[src/rtl/mix_columns_seq.sv]
// mix_columns_seq: iterative AES (Inv)MixColumns over a 4x32 row-organised state,
// COLS_PER_CYCLE columns per clock, valid/ready on both sides, last-round bypass.
module mix_columns_seq #(
    parameter int COLS_PER_CYCLE = 1,
    parameter bit INVERSE        = 1'b0
) (
    input  logic        clk,
    input  logic        rst_n,
    input  logic        in_valid,
    output logic        in_ready,
    input  logic        last_round,
    input  logic [31:0] row1,
    input  logic [31:0] row2,
    input  logic [31:0] row3,
    input  logic [31:0] row4,
    output logic        out_valid,
    input  logic        out_ready,
    output logic [31:0] row1_out,
    output logic [31:0] row2_out,
    output logic [31:0] row3_out,
    output logic [31:0] row4_out
);
    if (COLS_PER_CYCLE != 1 && COLS_PER_CYCLE != 2 && COLS_PER_CYCLE != 4) begin : g_bad_cols
        $error("mix_columns_seq: COLS_PER_CYCLE must be 1, 2 or 4");
    end

    typedef enum logic [1:0] {IDLE, BUSY, DONE} state_e;

    state_e            state_q, state_d;
    logic [1:0]        col_q, col_d;
    logic [2:0]        col_nxt;
    logic              last_q, last_d;
    logic [3:0][31:0]  rows_q, rows_d, out_q, out_d, mixed;
    logic [31:0]       mix_w;
    logic              accept;

    function automatic logic [7:0] xt(input logic [7:0] x);
        return {x[6:0], 1'b0} ^ (x[7] ? 8'h1b : 8'h00);
    endfunction

    // Any coefficient in both matrices is a sum of 1, 2, 4 and 8 times x.
    function automatic logic [7:0] gmul(input logic [7:0] x, input logic [3:0] k);
        logic [7:0] x2, x4, x8;
        x2 = xt(x);
        x4 = xt(x2);
        x8 = xt(x4);
        return (k[0] ? x : 8'h00) ^ (k[1] ? x2 : 8'h00) ^ (k[2] ? x4 : 8'h00) ^ (k[3] ? x8 : 8'h00);
    endfunction

    // Circulant matrix: output row i uses the first row rotated right by i.
    function automatic logic [31:0] mix_col(input logic [31:0] c);
        logic [15:0] m;
        logic [7:0]  o;
        m = INVERSE ? 16'hebd9 : 16'h2311;
        mix_col = '0;
        for (int i = 0; i < 4; i++) begin
            o = '0;
            for (int j = 0; j < 4; j++)
                o ^= gmul(c[31-8*j -: 8], m[15-4*((j-i)&3) -: 4]);
            mix_col[31-8*i -: 8] = o;
        end
    endfunction

    always_comb begin
        mixed = rows_q;
        mix_w = '0;
        for (int c = 0; c < 4; c++) begin
            if (!last_q && c >= int'(col_q) && c < int'(col_q) + COLS_PER_CYCLE) begin
                mix_w = mix_col({rows_q[0][31-8*c -: 8], rows_q[1][31-8*c -: 8],
                                 rows_q[2][31-8*c -: 8], rows_q[3][31-8*c -: 8]});
                for (int r = 0; r < 4; r++)
                    mixed[r][31-8*c -: 8] = mix_w[31-8*r -: 8];
            end
        end
    end

    always_comb begin
        state_d   = state_q;
        col_d     = col_q;
        rows_d    = rows_q;
        last_d    = last_q;
        out_d     = out_q;
        col_nxt   = {1'b0, col_q} + 3'(COLS_PER_CYCLE);
        in_ready  = rst_n && (state_q == IDLE || (state_q == DONE && out_ready));
        out_valid = state_q == DONE;
        accept    = in_valid && in_ready;
        if (state_q == BUSY) begin
            rows_d = mixed;
            col_d  = col_nxt[1:0];
            if (col_nxt[2]) begin
                state_d = DONE;
                out_d   = mixed;
            end
        end else if (accept) begin
            rows_d  = {row4, row3, row2, row1};
            last_d  = last_round;
            col_d   = 2'd0;
            state_d = BUSY;
        end else if (state_q == DONE && out_ready) begin
            state_d = IDLE;
        end
    end

    always_ff @(posedge clk) begin
        if (!rst_n) begin
            state_q <= IDLE;
            col_q   <= 2'd0;
            rows_q  <= '0;
            last_q  <= 1'b0;
            out_q   <= '0;
        end else begin
            state_q <= state_d;
            col_q   <= col_d;
            rows_q  <= rows_d;
            last_q  <= last_d;
            out_q   <= out_d;
        end
    end

    assign row1_out = out_q[0];
    assign row2_out = out_q[1];
    assign row3_out = out_q[2];
    assign row4_out = out_q[3];
endmodule

[config.mk]
export PLATFORM = sky130hd
export DESIGN_NAME = mix_columns_seq
export DESIGN_NICKNAME = d
export VERILOG_FILES = /design/src/rtl/mix_columns_seq.sv
export SDC_FILE = /design/constraint.sdc
export NUM_CORES = 1
export LEC_CHECK = 0
export BUFFER_PORTS_ARGS = -buffer_cell sky130_fd_sc_hd__buf_4
export CAP_MARGIN = 5
export CORE_UTILIZATION = 45
export CTS_CLUSTER_SIZE = 25
export DETAILED_ROUTE_END_ITERATION = 8
export GPL_ROUTABILITY_DRIVEN = 0
export GPL_TIMING_DRIVEN = 0
export PLACE_DENSITY = 0.66
export SLEW_MARGIN = 20
export SYNTH_ARGS = -nofsm -noshare
export SYNTH_HDL_FRONTEND = slang
export SYNTH_SLANG_ARGS = --single-unit
[constraint.sdc]
create_clock -name clk -period 1.9 [get_ports clk]
set_input_delay 0.38 -clock clk [delete_from_list [all_inputs] [get_ports clk]]
set_output_delay 0.38 -clock clk [all_outputs]
set_load 0.01 [all_outputs]
Yosys cells after proc, flatten, opt, wreduce, memory -nomap -nowiden:

Index checks and enable logic that the tools add are counted.

* $add $sub $neg: 2
* magnitude comparators: 7
* equality and inequality tests: 3
* multiplexer cells: 40
* bitwise gates (word level): 81
* reduce and logical (&&, ||, !) cells: 18

Operator list (number)
* 8-bit XOR: 70
* 128-bit 2-to-1 mux: 2
* 8-bit 2-to-1 mux: 16
* 5-bit 2-to-1 mux: 16
* 8-bit by 5-bit XOR with 8-bit output: 10
* 1-bit by 32-bit less-than comparator with 1-bit output (first input constant): 1
* 2-bit by 32-bit less-than comparator with 1-bit output (first input constant): 1
* 3-bit by 32-bit less-than comparator with 1-bit output (first input constant): 1
* 2-bit 2-to-1 mux: 6
* 1-bit logical AND: 10
* 2-bit by 1-bit adder with 3-bit output (second input constant): 2
* 2-bit AND reduction: 3
* 1-bit by 2-bit >= comparator with 1-bit output (first input constant): 2
* 2-bit by 3-bit less-than comparator with 1-bit output (first input constant): 1
* 3-bit nonzero test: 1
* 2-bit by 1-bit == test with 1-bit output (second input constant): 1
* 2-bit == test (second input constant): 1
* 2-bit >= comparator (first input constant): 1
* 2-bit zero test: 1
* 2-bit != test (second input constant): 1
* 2-bit nonzero test: 1
* 1-bit zero test: 1
* 1-bit logical OR: 1
* 1-bit inverter: 1

* register bits after elaboration: 261
* input port bits: 133
* output and inout bits: 130
* word-level logic and storage cells: 162

Logic depth before layout (Yosys ltp):

* depth in word-level cells: 8
* gate-level depth with buffers: 8
* depth with buffers taken out: 6

Worst setup path before layout:

Ideal clock, no wire load.

* path type: flip-flop to flip-flop
* start: reg col_q[0]
* end: reg out_q, in the netlist row3_out[13]
* library setup time: 74 ps
* data arrival time: 1594 ps
* required time: 1826 ps
* path slack: 232 ps
* cell stages (with the launch flop): 9
* path buffers: 2
* clock period less this slack: 1668 ps
* cells stage by stage: dfxtp_1 > inv_1 > ha_1 > o21bai_1 > or2_2 > clkbuf_1 > clkbuf_1 > nand2_1 > a31oi_1

* cells in the longest elaborated chain, start to end: 4
* elaborated cells between the ends (all ways): 8
* those cells by class: 2 x add/sub; 2 x order compare; 1 x mux; 3 x reduce/logical

RTL lines
* start, declared: line 30 `logic [1:0] col_q, col_d;`
* start signal, assigned: line 113 `col_q <= col_d;`
* 2-bit by 1-bit adder with 3-bit output / 2-bit >= comparator (equally long branches): line 68, 83
* 3-bit by 32-bit less-than comparator with 1-bit output / 1-bit logical AND (equally long branches): line 68 `if (!last_q && c >= int'(col_q) && c < int'(col_q) + COLS_PER_CYCLE) begin`
* 1-bit logical AND: line 68
* 8-bit 2-to-1 mux: line 68
* end signal, assigned: line 116 `out_q <= out_d;`
* end, declared: line 33 `logic [3:0][31:0] rows_q, rows_d, out_q, out_d, mixed;`

Parallel ways exist; a longest one is shown, timed or not.
A chain may end at the register's enable or synchronous reset.

Worst setup path after layout:

* start: reg state_q[1]
* end: out in_ready

* cells in the longest elaborated chain, start to end: 4
* elaborated cells between the ends (all ways): 5
* those cells by class: 1 x eq/ne; 4 x reduce/logical

RTL lines
* start, declared: line 29 `state_e state_q, state_d;`
* start signal, assigned: line 112 `state_q <= state_d;`
* 2-bit == test: line 84 `in_ready = rst_n && (state_q == IDLE || (state_q == DONE && out_ready));`
* 1-bit logical AND: line 84
* 1-bit logical OR (*): line 84
* 1-bit logical AND (*): line 84
* end, declared: line 10 `output logic in_ready,`

Mark *: on every way between the ends. The rest lies on a longest branch, timed or not.

==> results.py <==
metrics = {
    "run_status": {
        "status": "completed",
    },
    "routing": {
        "drt_iter0_drc": 1450,
        "drc": 0,
        "wl_per_cell_um": 23.3,
        "antenna_left": 0,
        "wl_um": 55800,
        "vias": 14400,
        "viasPerCell": 6.02,
        "first_pass_iters": 5,
    },
    "yosys": {
        "yosys.area_share.simple_pct": 8.51,
        "postSynthAreaPerCell_um2": 9.59,
        "synthMuxAreaShare_pct": 0.766,
        "synth_compound_area_share_pct": 21.5,
        "synthesis.area_um2": 15700,
        "synth_top_family_by_area": "XOR/XNOR gates",
        "synthXorXnorAreaFrac_pct": 29.6,
        "syn-num-nets": 1774,
        "synth-edff-count": 0,
        "synthCells": 1636,
        "yosysWarnings": 0,
        "yosysSeqAreaShare_pct": 33.3,
        "async_flop_share_pct": 0,
        "synth-main-ff-cell": "dfxtp_1",
        "synth_adder_area_share_pct": 0.399,
        "synth_cell_types": 52,
        "synth_seq_cells": 261,
    },
    "power": {
        "irDropWorstVdd_mv": 0.834,
        "p_leak_nw": 8.33,
        "design_power_total_mw": 16.3,
        "swShare_pct": 30.9,
        "comb_power_share_pct": 29.1,
        "power_density_nw_per_um2": 841,
        "power.internal_mw": 11.2,
        "p_switching_mw": 5.03,
        "power_frac_seq_pct": 36.5,
        "clock_power_share_pct": 34.4,
    },
    "clocking": {
        "ctsHoldBuffers": 0,
        "clk_latency_ps": 570,
        "clkTransAtPathRegs_ps": 60,
        "htreeDepth": 1,
        "clk_path_buf_depth": 3,
        "root_buffer": "clkbuf_16",
        "cts_tree": "built",
        "cts.sinks": 261,
        "numCtsBuffers": 29,
    },
    "critical_path": {
        "cp_cell_sequence": "nand2b_1, buf_6, and2_1, buf_4",
        "crit_family": "flip-flops",
        "worst_ep_arrival_time_ps": 1490,
        "slowest_stage": "dfxtp_4",
        "cp.required_ps": 1520,
        "critPathLaunchType": "flip-flop",
        "critical_path_class": "flip-flop to output port",
        "slowest_delay_ps": 390,
        "crit_fanout": 10,
        "endpoint_kind": "output port",
        "cp_num_buf_inv": 2,
    },
    "layout": {
        "num_antenna_cells": 0,
        "final_cell_mix": "buf_4, dfxtp_1, xnor2_1, a21oi_1, a22oi_1",
        "syn_to_final_growth_pct": 23.3,
        "layout_commonest_cell": "buf_4",
        "final_layout_size_suffix_gt1_share_pct": 24.3,
        "layout.nets": 2064,
    },
    "placed_design": {
        "pre_cts_ws_ps": -383,
        "io_buffers": 261,
        "hpwl_um": 41300,
    },
    "floorplan": {
        "rows": 68,
        "chipHeight_um": 189,
        "core_area_um2": 34500,
        "floorplan.io_pins": 263,
        "die_w_um": 189,
        "die-area_um2": 35600,
        "start_util_pct": 45.5,
    },
    "global_route": {
        "grt_antenna_before_repair": 0,
        "grt_max_degree": 15,
        "first_global_vias": 14000,
        "grt-ovfl-total": 0,
        "grt.total_usage_pct": 30.3,
        "grt_first_pass_wirelength_um": 83100,
    },
    "timing": {
        "skew_ps": 21.2,
        "finalHoldViolCount": 0,
        "min_period_over_period_pct": 98.5,
        "finalSetupViolCount": 0,
        "fin_ws_ps": 29.3,
        "worst_pin_slew_ps": 904,
        "relSlewSlack_pct": 39.7,
        "drv_slew": 0,
        "max_freq_ghz": 0.535,
        "final.min_clock_period_ps": 1870,
    },
    "run": {
        "drv_cap": 0,
    },
    "hold_path": {
        "min_path_type": "input pin to flip-flop",
    },
}
-- per-stage QoR --
stage / hold WS, ps / TNS, ps / utilization (%) / std cells / cell area [µm²]
finish: 101 / 0 / 56.1 / 2397 / 19300
global route: 106 / -6.37 / 56.1 / 2397 / 19300
CTS: 88.9 / -5.41 / 55.8 / 2399 / 19200
detailed placement: 476 / -48270 / 52.9 / 2352 / 18200
global placement: 479 / -42510 / 52.9 / 2352 / 18200
floorplan: 488 / 0 / - / 1636 / 15700
-- worst reg2reg max path, delay by kind of cell, from the launching register on --
| kind | cells | cell delay, ps |
|---|---|---|
| simple gates | 1 | 250 |
| fa+ha+maj | 1 | 220 |
| buf+inv | 2 | 360 |
| compound gates | 3 | 540 |
| flops | 1 | 390 |
-- final cells by class --
type,instances,area [µm²]
buffer,188,987
clock buffer,41,861
clock inverter,6,58.8
fill,3103,15100
inverter,10,37.5
multi-input combinational,1173,9620
sequential,261,5230
tap,455,569
timing repair buffer,263,1970
-- power groups by stage --
stage	Clock, mW	Sequential (mW)	Combinational [mW]
after floorplan	0	5.97	3.48
after global placement	0	6.03	4.56
after detailed placement	0	6.04	4.60
after CTS	5.62	5.92	4.65
after global routing	5.85	5.95	5.00
final	5.59	5.93	4.73
-- flip-flops by register name (all words and copies together) (netlist names) --
| register | flops |
|---|---|
| state_q | 2 |
| row1_out | 32 |
| row4_out | 32 |
| row2_out | 32 |
| col_q | 2 |
| rows_q | 128 |
| row3_out | 32 |
| last_q | 1 |
-- logic make-up (layout without fill, tap and decap cells) --
family | Yosys count | count (layout)
flip-flops | 261 | 261
multiplexers | 12 | 12
buffers and inverters | 202 | 508
adder cells (fa/ha/maj) | 5 | 5
AO/OA/AOI/OAI | 545 | 545
XOR/XNOR | 347 | 347
AND/OR/NAND/NOR | 264 | 264
-- routing by layer --
metal	share of wire (%)	up-vias	GRT usage [%]
met4	4.5	0	13.9
met1	42	7060	41.3
met3	8.1	144	4.15
li1	-	6493	-
met2	46	733	47.7
met5	0	-	0
-- synthesized netlist by cell type (15+ instances only) --
library cell / instances / area share, %
dfxtp_1: 261 / 33
xnor2_1: 164 / 9.2
a21oi_1: 146 / 4.7
a22oi_1: 120 / 5.7
nand2_1: 114 / 2.7
clkbuf_1: 99 / 2.4
xnor3_1: 89 / 13
o21ai_0: 84 / 2.7
nand3_1: 78 / 2.5
buf_2: 71 / 2.3
xor2_1: 59 / 3.3
a31oi_1: 58 / 2.3
o22ai_1: 57 / 2.3
o21ai_1: 29 / 0.93
nand4_1: 22 / 0.88
and4_1: 20 / 1.1
o211a_1: 20 / 1.3
o211ai_1: 17 / 0.81
xor3_1: 15 / 2.3
-- what timing repair did --
action	4_1_cts	5_1_grt
pin swaps	1	1
gates resized for setup	46	57
buffers inserted	1	1
endpoints found under the setup margin	213	211
-- path summary, 6_finish.rpt --
path	startpoint	to	slack, ps	depth (start not counted)
worst min register to register	row4_out[4]	row4_out[4]	490	2
worst max register to register	col_q[0]	rows_q[124]	50	7
worst min-delay path	last_round	last_q	100	3
worst max-delay path	state_q[1]	in_ready	30	4
Note: power is estimated with default switching activity, not from simulation.
